--- src/rtl/name_entry_pkg.sv ---
// Shared types, constants and letter-wrap helpers for the name entry controller.
package name_entry_pkg;

  typedef enum logic [1:0] {
    IDLE = 2'd0,
    EDIT = 2'd1,
    DONE = 2'd2
  } state_t;

  localparam logic [1:0]  POS_CONFIRM = 2'd3;
  localparam int unsigned CHAR_W      = 5;
  localparam int unsigned NAME_LEN    = 3;

  // Next letter, wrapping the last letter back to 'A'.
  function automatic logic [CHAR_W-1:0] char_inc(input logic [CHAR_W-1:0] ch,
                                                  input int unsigned n);
    if (32'(ch) >= n - 1) return '0;
    return ch + CHAR_W'(1);
  endfunction

  // Previous letter, wrapping 'A' to the last letter.
  function automatic logic [CHAR_W-1:0] char_dec(input logic [CHAR_W-1:0] ch,
                                                  input int unsigned n);
    if (ch == '0 || 32'(ch) >= n) return CHAR_W'(n - 1);
    return ch - CHAR_W'(1);
  endfunction

endpackage

--- src/rtl/name_entry_ctrl_btn_repeat.sv ---
// Rising-edge step with hold-to-auto-repeat for one debounced button.
module btn_repeat #(
  parameter int unsigned REPEAT_DELAY = 12_500_000,
  parameter int unsigned REPEAT_RATE  = 2_500_000
) (
  input  logic clk,
  input  logic rst_n,
  input  logic level,
  input  logic hold_clr,
  output logic step_c
);

  // The rising edge already steps, so the delay countdown starts one lower.
  localparam int unsigned DELAY_LOAD = (REPEAT_DELAY > 1) ? REPEAT_DELAY - 1 : 1;
  localparam int unsigned RATE_LOAD  = (REPEAT_RATE > 0) ? REPEAT_RATE : 1;
  localparam int unsigned CNT_MAX    = (DELAY_LOAD > RATE_LOAD) ? DELAY_LOAD : RATE_LOAD;
  localparam int unsigned CNT_W      = $clog2(CNT_MAX + 1);

  logic             prev;
  logic [CNT_W-1:0] cnt;
  logic             rise;

  assign rise   = level & ~prev;
  assign step_c = ~hold_clr & (rise | (level & (cnt == CNT_W'(1))));

  always_ff @(posedge clk or negedge rst_n) begin
    if (!rst_n) begin
      prev <= 1'b0;
      cnt  <= '0;
    end else begin
      prev <= level;
      if (hold_clr || !level) cnt <= '0;
      else if (rise)                cnt <= CNT_W'(DELAY_LOAD);
      else if (cnt == CNT_W'(1))    cnt <= CNT_W'(RATE_LOAD);
      else if (cnt != '0)           cnt <= cnt - CNT_W'(1);
    end
  end

endmodule

--- src/rtl/name_entry_ctrl.sv ---
// Three-letter player name editor: cursor, letter cycling with auto-repeat, confirm.
module name_entry_ctrl
  import name_entry_pkg::*;
#(
  parameter int unsigned NUM_CHARS    = 26,
  parameter int unsigned REPEAT_DELAY = 12_500_000,
  parameter int unsigned REPEAT_RATE  = 2_500_000
) (
  input  logic        clk,
  input  logic        rst_n,
  input  logic        start,
  input  logic        btn_left,
  input  logic        btn_right,
  input  logic        btn_up,
  input  logic        btn_down,
  input  logic        btn_confirm,
  output logic [1:0]  input_pos,
  output logic [14:0] player_name,
  output logic        busy,
  output logic        name_done
);

  state_t            state;
  logic [CHAR_W-1:0] chars [NAME_LEN];
  logic              prev_left, prev_right, prev_confirm;
  logic              left_ev, right_ev, confirm_ev;
  logic              up_step, down_step, hold_clr;

  assign left_ev    = btn_left    & ~prev_left;
  assign right_ev   = btn_right   & ~prev_right;
  assign confirm_ev = btn_confirm & ~prev_confirm;

  // Repeat counters stay idle outside EDIT and on the confirm box.
  assign hold_clr = (state != EDIT) || (input_pos == POS_CONFIRM);

  assign player_name = {chars[0], chars[1], chars[2]};

  btn_repeat #(.REPEAT_DELAY(REPEAT_DELAY), .REPEAT_RATE(REPEAT_RATE)) u_up (
    .clk(clk), .rst_n(rst_n), .level(btn_up), .hold_clr(hold_clr), .step_c(up_step)
  );

  btn_repeat #(.REPEAT_DELAY(REPEAT_DELAY), .REPEAT_RATE(REPEAT_RATE)) u_down (
    .clk(clk), .rst_n(rst_n), .level(btn_down), .hold_clr(hold_clr), .step_c(down_step)
  );

  always_ff @(posedge clk or negedge rst_n) begin
    if (!rst_n) begin
      state        <= IDLE;
      input_pos    <= '0;
      chars        <= '{default: '0};
      busy         <= 1'b0;
      name_done    <= 1'b0;
      prev_left    <= 1'b0;
      prev_right   <= 1'b0;
      prev_confirm <= 1'b0;
    end else begin
      prev_left    <= btn_left;
      prev_right   <= btn_right;
      prev_confirm <= btn_confirm;
      name_done    <= 1'b0;
      case (state)
        IDLE: begin
          if (start) begin
            state     <= EDIT;
            input_pos <= '0;
            chars     <= '{default: '0};
            busy      <= 1'b1;
          end
        end
        EDIT: begin
          // One action per cycle: confirm, then cursor, then letter.
          if (confirm_ev) begin
            if (input_pos == POS_CONFIRM) begin
              state     <= DONE;
              busy      <= 1'b0;
              name_done <= 1'b1;
            end else begin
              input_pos <= input_pos + 2'd1;
            end
          end else if (left_ev ^ right_ev) begin
            input_pos <= left_ev ? input_pos - 2'd1 : input_pos + 2'd1;
          end else if ((input_pos != POS_CONFIRM) && (up_step ^ down_step)) begin
            chars[input_pos] <= up_step ? char_inc(chars[input_pos], NUM_CHARS)
                                        : char_dec(chars[input_pos], NUM_CHARS);
          end
        end
        DONE: begin
          state <= IDLE;
        end
        default: begin
          state <= IDLE;
          busy  <= 1'b0;
        end
      endcase
    end
  end

endmodule

--- config.mk ---
export PLATFORM = sky130hd
export DESIGN_NAME = name_entry_ctrl
export DESIGN_NICKNAME = d
export VERILOG_FILES = /design/src/rtl/name_entry_pkg.sv /design/src/rtl/name_entry_ctrl_btn_repeat.sv /design/src/rtl/name_entry_ctrl.sv
export SDC_FILE = /design/constraint.sdc
export NUM_CORES = 1
export LEC_CHECK = 0
export ABC_AREA = 1
export CAP_MARGIN = 40
export CORE_MARGIN = 2
export CORE_UTILIZATION = 30
export DETAILED_ROUTE_END_ITERATION = 6
export HOLD_SLACK_MARGIN = 0.08
export MAX_ROUTING_LAYER = met4
export PLACE_DENSITY = 0.51
export SLEW_MARGIN = 20
export SYNTH_ARGS = -nofsm -noshare
export SYNTH_HDL_FRONTEND = slang
export SYNTH_SLANG_ARGS = --single-unit
--- constraint.sdc ---
create_clock -name clk -period 1.8 [get_ports clk]
set_input_delay 0.36 -clock clk [delete_from_list [all_inputs] [get_ports clk]]
set_output_delay 0.36 -clock clk [all_outputs]
set_load 0.02 [all_outputs]
==> impl_summary.log <==
INFO  metric slew_headroom = 67.8%
INFO  metric max_slew.worst_pin.slew = 0.481 ns
INFO  metric most-common-layout-cells = 116 x buf_4, 112 x nand2_1, 74 x inv_1, 70 x dfrtp_1, 64 x nor2_1
INFO  metric total_routing_usage_reported_by_global_routing = 17.9%
INFO  metric maxClockFrequency = 513 MHz
INFO  metric initial_utilization = 30.6%
INFO  metric m1WireLength = 6.40 mm
INFO  metric critical_path_required = 2.08 ns
INFO  metric layout-drive-gt1-share = 42.3%
INFO  metric dr_wl_met2 = 6.89 mm
INFO  metric site_row_count = 45
INFO  metric post-route-drc-count = 0
INFO  metric post_synth.cell_area_avg = 7.21 um^2
INFO  metric clkTransAtPathRegs = 0.06 ns
INFO  metric cp-end-kind = register
INFO  metric dieArea = 0.0165 mm^2
INFO  metric portion_of_the_clock_cycle_consumed_by_the_worst_path_in_the_final_layout = 108%
INFO  metric drt-vias-per-instance = 4.71
INFO  metric synth_seq_cells = 74
INFO  metric synth_async_sr_flop_share = 100%
INFO  metric routed-via-count = 4760
INFO  metric global_route_wire_length_before_repair = 22.4 mm
INFO  metric finalCriticalPeriod = 1.95 ns
INFO  metric number_of_inserted_filler_cells_in_the_final_layout = 1417
INFO  metric postSynthNetCount = 665
INFO  metric cts_num_sinks = 74
INFO  metric h_tree_level_count = 3
INFO  metric die_y = 128 um
INFO  metric io_buffers = 26
INFO  metric core_area = 0.0151 mm^2
INFO  metric edff_count_synth = 0
INFO  metric drt-initial-drc-count = 185
INFO  metric failed_checks = setup timing
INFO  metric synthToLayoutAreaGrowth = 59.2%
INFO  metric mostFrequentLayoutCell = buf_4
INFO  metric number_of_global_route_vias_before_repair = 4708
INFO  metric worst_hold_slack = 0.477 ns
INFO  metric dp.final_hpwl = 9.99 mm
INFO  metric rsz0062_at_grt = true
INFO  metric cts.root.buffer_cell = clkbuf_16
INFO  metric gr-total-overflow = 0
INFO  metric number_of_library_cell_types_mapped_by_synthesis = 37
INFO  metric count_of_non_filler_cells_in_the_finished_layout = 1010
INFO  metric detail_route.wl_per_cell = 13.9 um
INFO  metric synth.top_cells.by_area = dfrtp_1 40%, nand2_1 12%, nor2_1 8.4%
INFO  metric crit_type = register to register
INFO  metric route.antenna.remaining_nets = 0
INFO  metric maxCapViolations = 0
INFO  metric crit_arrival = 2.23 ns
INFO  metric routed-wl-met3 = 369 um
INFO  metric synth_top_flop_cell = dfrtp_1
INFO  metric insertion_delay = 0.35 ns
INFO  metric mappedNetlistArea = 0.00463 mm^2
INFO  metric timing.setup.tns = -2.67 ns
INFO  metric ctsLongestPathBuffers = 2
INFO  metric global_placer_s_final_weighted_congestion = 0.932
INFO  metric drt-pass1-iter-count = 4
INFO  metric finalClockSkew = 0.00484 ns
INFO  metric syn-instance-count = 643
INFO  metric synthDominantCellAreaShare = 40.0%
INFO  metric dp.cells = 971
INFO  metric nets = 839
INFO  metric synth.yosys.seq_area_share = 40.0%
INFO  metric grt_start_max_net_pins = 28
INFO  metric dieWidth = 128 um
INFO  metric initial_antenna_violation_count = 0
INFO  metric topRoutingLayerUsed = met4
INFO  metric setup_viol_count_final = 44
INFO  metric critical_path_peak_fanout = 5
INFO  metric tritoncts = built
INFO  metric post-route-worst-setup-slack = -0.147 ns
INFO  metric io_pins = 27
INFO  metric synthesis.yosys.warnings = 0
INFO  metric drv_slew = 0
INFO  metric num_antenna_cells = 0
INFO  metric synth.largest_area_cell = dfrtp_1
INFO  metric startpoint_type = register
INFO  metric hold_class = input port to register
INFO  metric cts-buffers-inserted = 9
INFO  metric final_hold_viol_count = 0
INFO  metric run_status = finished, violations left
INFO  metric drt_wl_total = 14.0 mm
## layer usage
layer,vias up,track usage (%)
met3,25,2.88
li1,2395,-
met1,2266,22.3
met2,74,28.3
met4,0,8.53
met5,-,-
## worst max-delay path, cell delays in order (launching register included)
cell	delay, ns
dfrtp_2	0.48
inv_4	0.12
nor2_2	0.06
o21ai_4	0.21
inv_2	0.09
ha_4	0.16
inv_2	0.04
nand3_2	0.05
nand2_2	0.10
nand2_4	0.07
nor2_4	0.15
nand2_2	0.09
nand2_4	0.10
nand3_1	0.09
nand2_1	0.08
## stage by stage
stage	area (um^2)	util, %	worst slack [ns]
5_1_grt	7380	48.7	-0.257
3_5_place_dp	6080	40.1	-0.199
6_report	7380	48.7	-0.147
4_1_cts	6530	43.1	-0.118
3_3_place_gp	6080	40.1	-0.164
2_1_floorplan	4690	-	-0.0506
## layout make-up
class | instances | area (um^2) | area share [%]
clock buffer | 11 | 243 | 3.29
clock inverter | 5 | 55.1 | 0.746
timing repair buffer | 166 | 1470 | 19.9
sequential | 74 | 1860 | 25.2
multi-input combinational | 468 | 3130 | 42.4
tap | 188 | 235 | 3.19
inverter | 98 | 390 | 5.29
## logic make-up after synthesis
family / synth area share [%]
buf+inv: 8.40
compound gates: 9.05
fa+ha+maj: 3.78
simple gates: 34.1
xor+xnor: 4.73
flops: 40.0
## Yosys cell counts (2+ instances only)
master and n:
nor3_1 12, nand2_1 146, nand3_1 54, or2_2 2, xor2_1 21, dfrtp_1 74, nor2_4 5, nor4_1 2
nand3b_1 3, nand3_4 2, o22ai_1 2, nor2_1 104, xnor2_1 4, o31ai_1 3, inv_1 92, nand4_1 9
nor2_2 8, a31oi_1 2, o21ai_0 19, buf_2 2, a21oi_1 37, o21a_1 5, inv_2 6, ha_1 14
nand2_2 3
## repair_timing
| item | in CTS | in global routing |
|---|---|---|
| cloned | 0 | 2 |
| endpoints found under the hold margin | 23 | 0 |
| gates resized for setup | 38 | 191 |
| setup buffers | 5 | 15 |
| pin swaps | 12 | 56 |
| hold buffers | 1 | 0 |
| endpoints found under the setup margin | 56 | 67 |
## state kept, by name, indices dropped and copies added, names as in the netlist
register      flops
u_down.cnt       24
u_up.cnt         24
player_name      15
input_pos         2
state             2
busy              1
name_done         1
prev_confirm      1
prev_left         1
prev_right        1
u_down.prev       1
u_up.prev         1
## final timing paths
check,from,endpoint,slack [ns],cells after the start
min in group asynchronous,rst_n,u_up.cnt[16]$_DFFE_PN0P_,0.49,2
max in group asynchronous,rst_n,u_up.cnt[2]$_DFFE_PN0P_,0.73,3
min reg2reg,player_name[13]$_DFFE_PN0P_,player_name[13]$_DFFE_PN0P_,0.51,2
min,btn_left,prev_left$_DFF_PN0_,0.48,1
max,input_pos[0]$_DFFE_PN0P_,player_name[6]$_DFFE_PN0P_,-0.15,14
max reg2reg,input_pos[0]$_DFFE_PN0P_,player_name[6]$_DFFE_PN0P_,-0.15,14
Power is not shown: default switching activity piles up to over one toggle a cycle in this logic, so the estimate is an artifact.
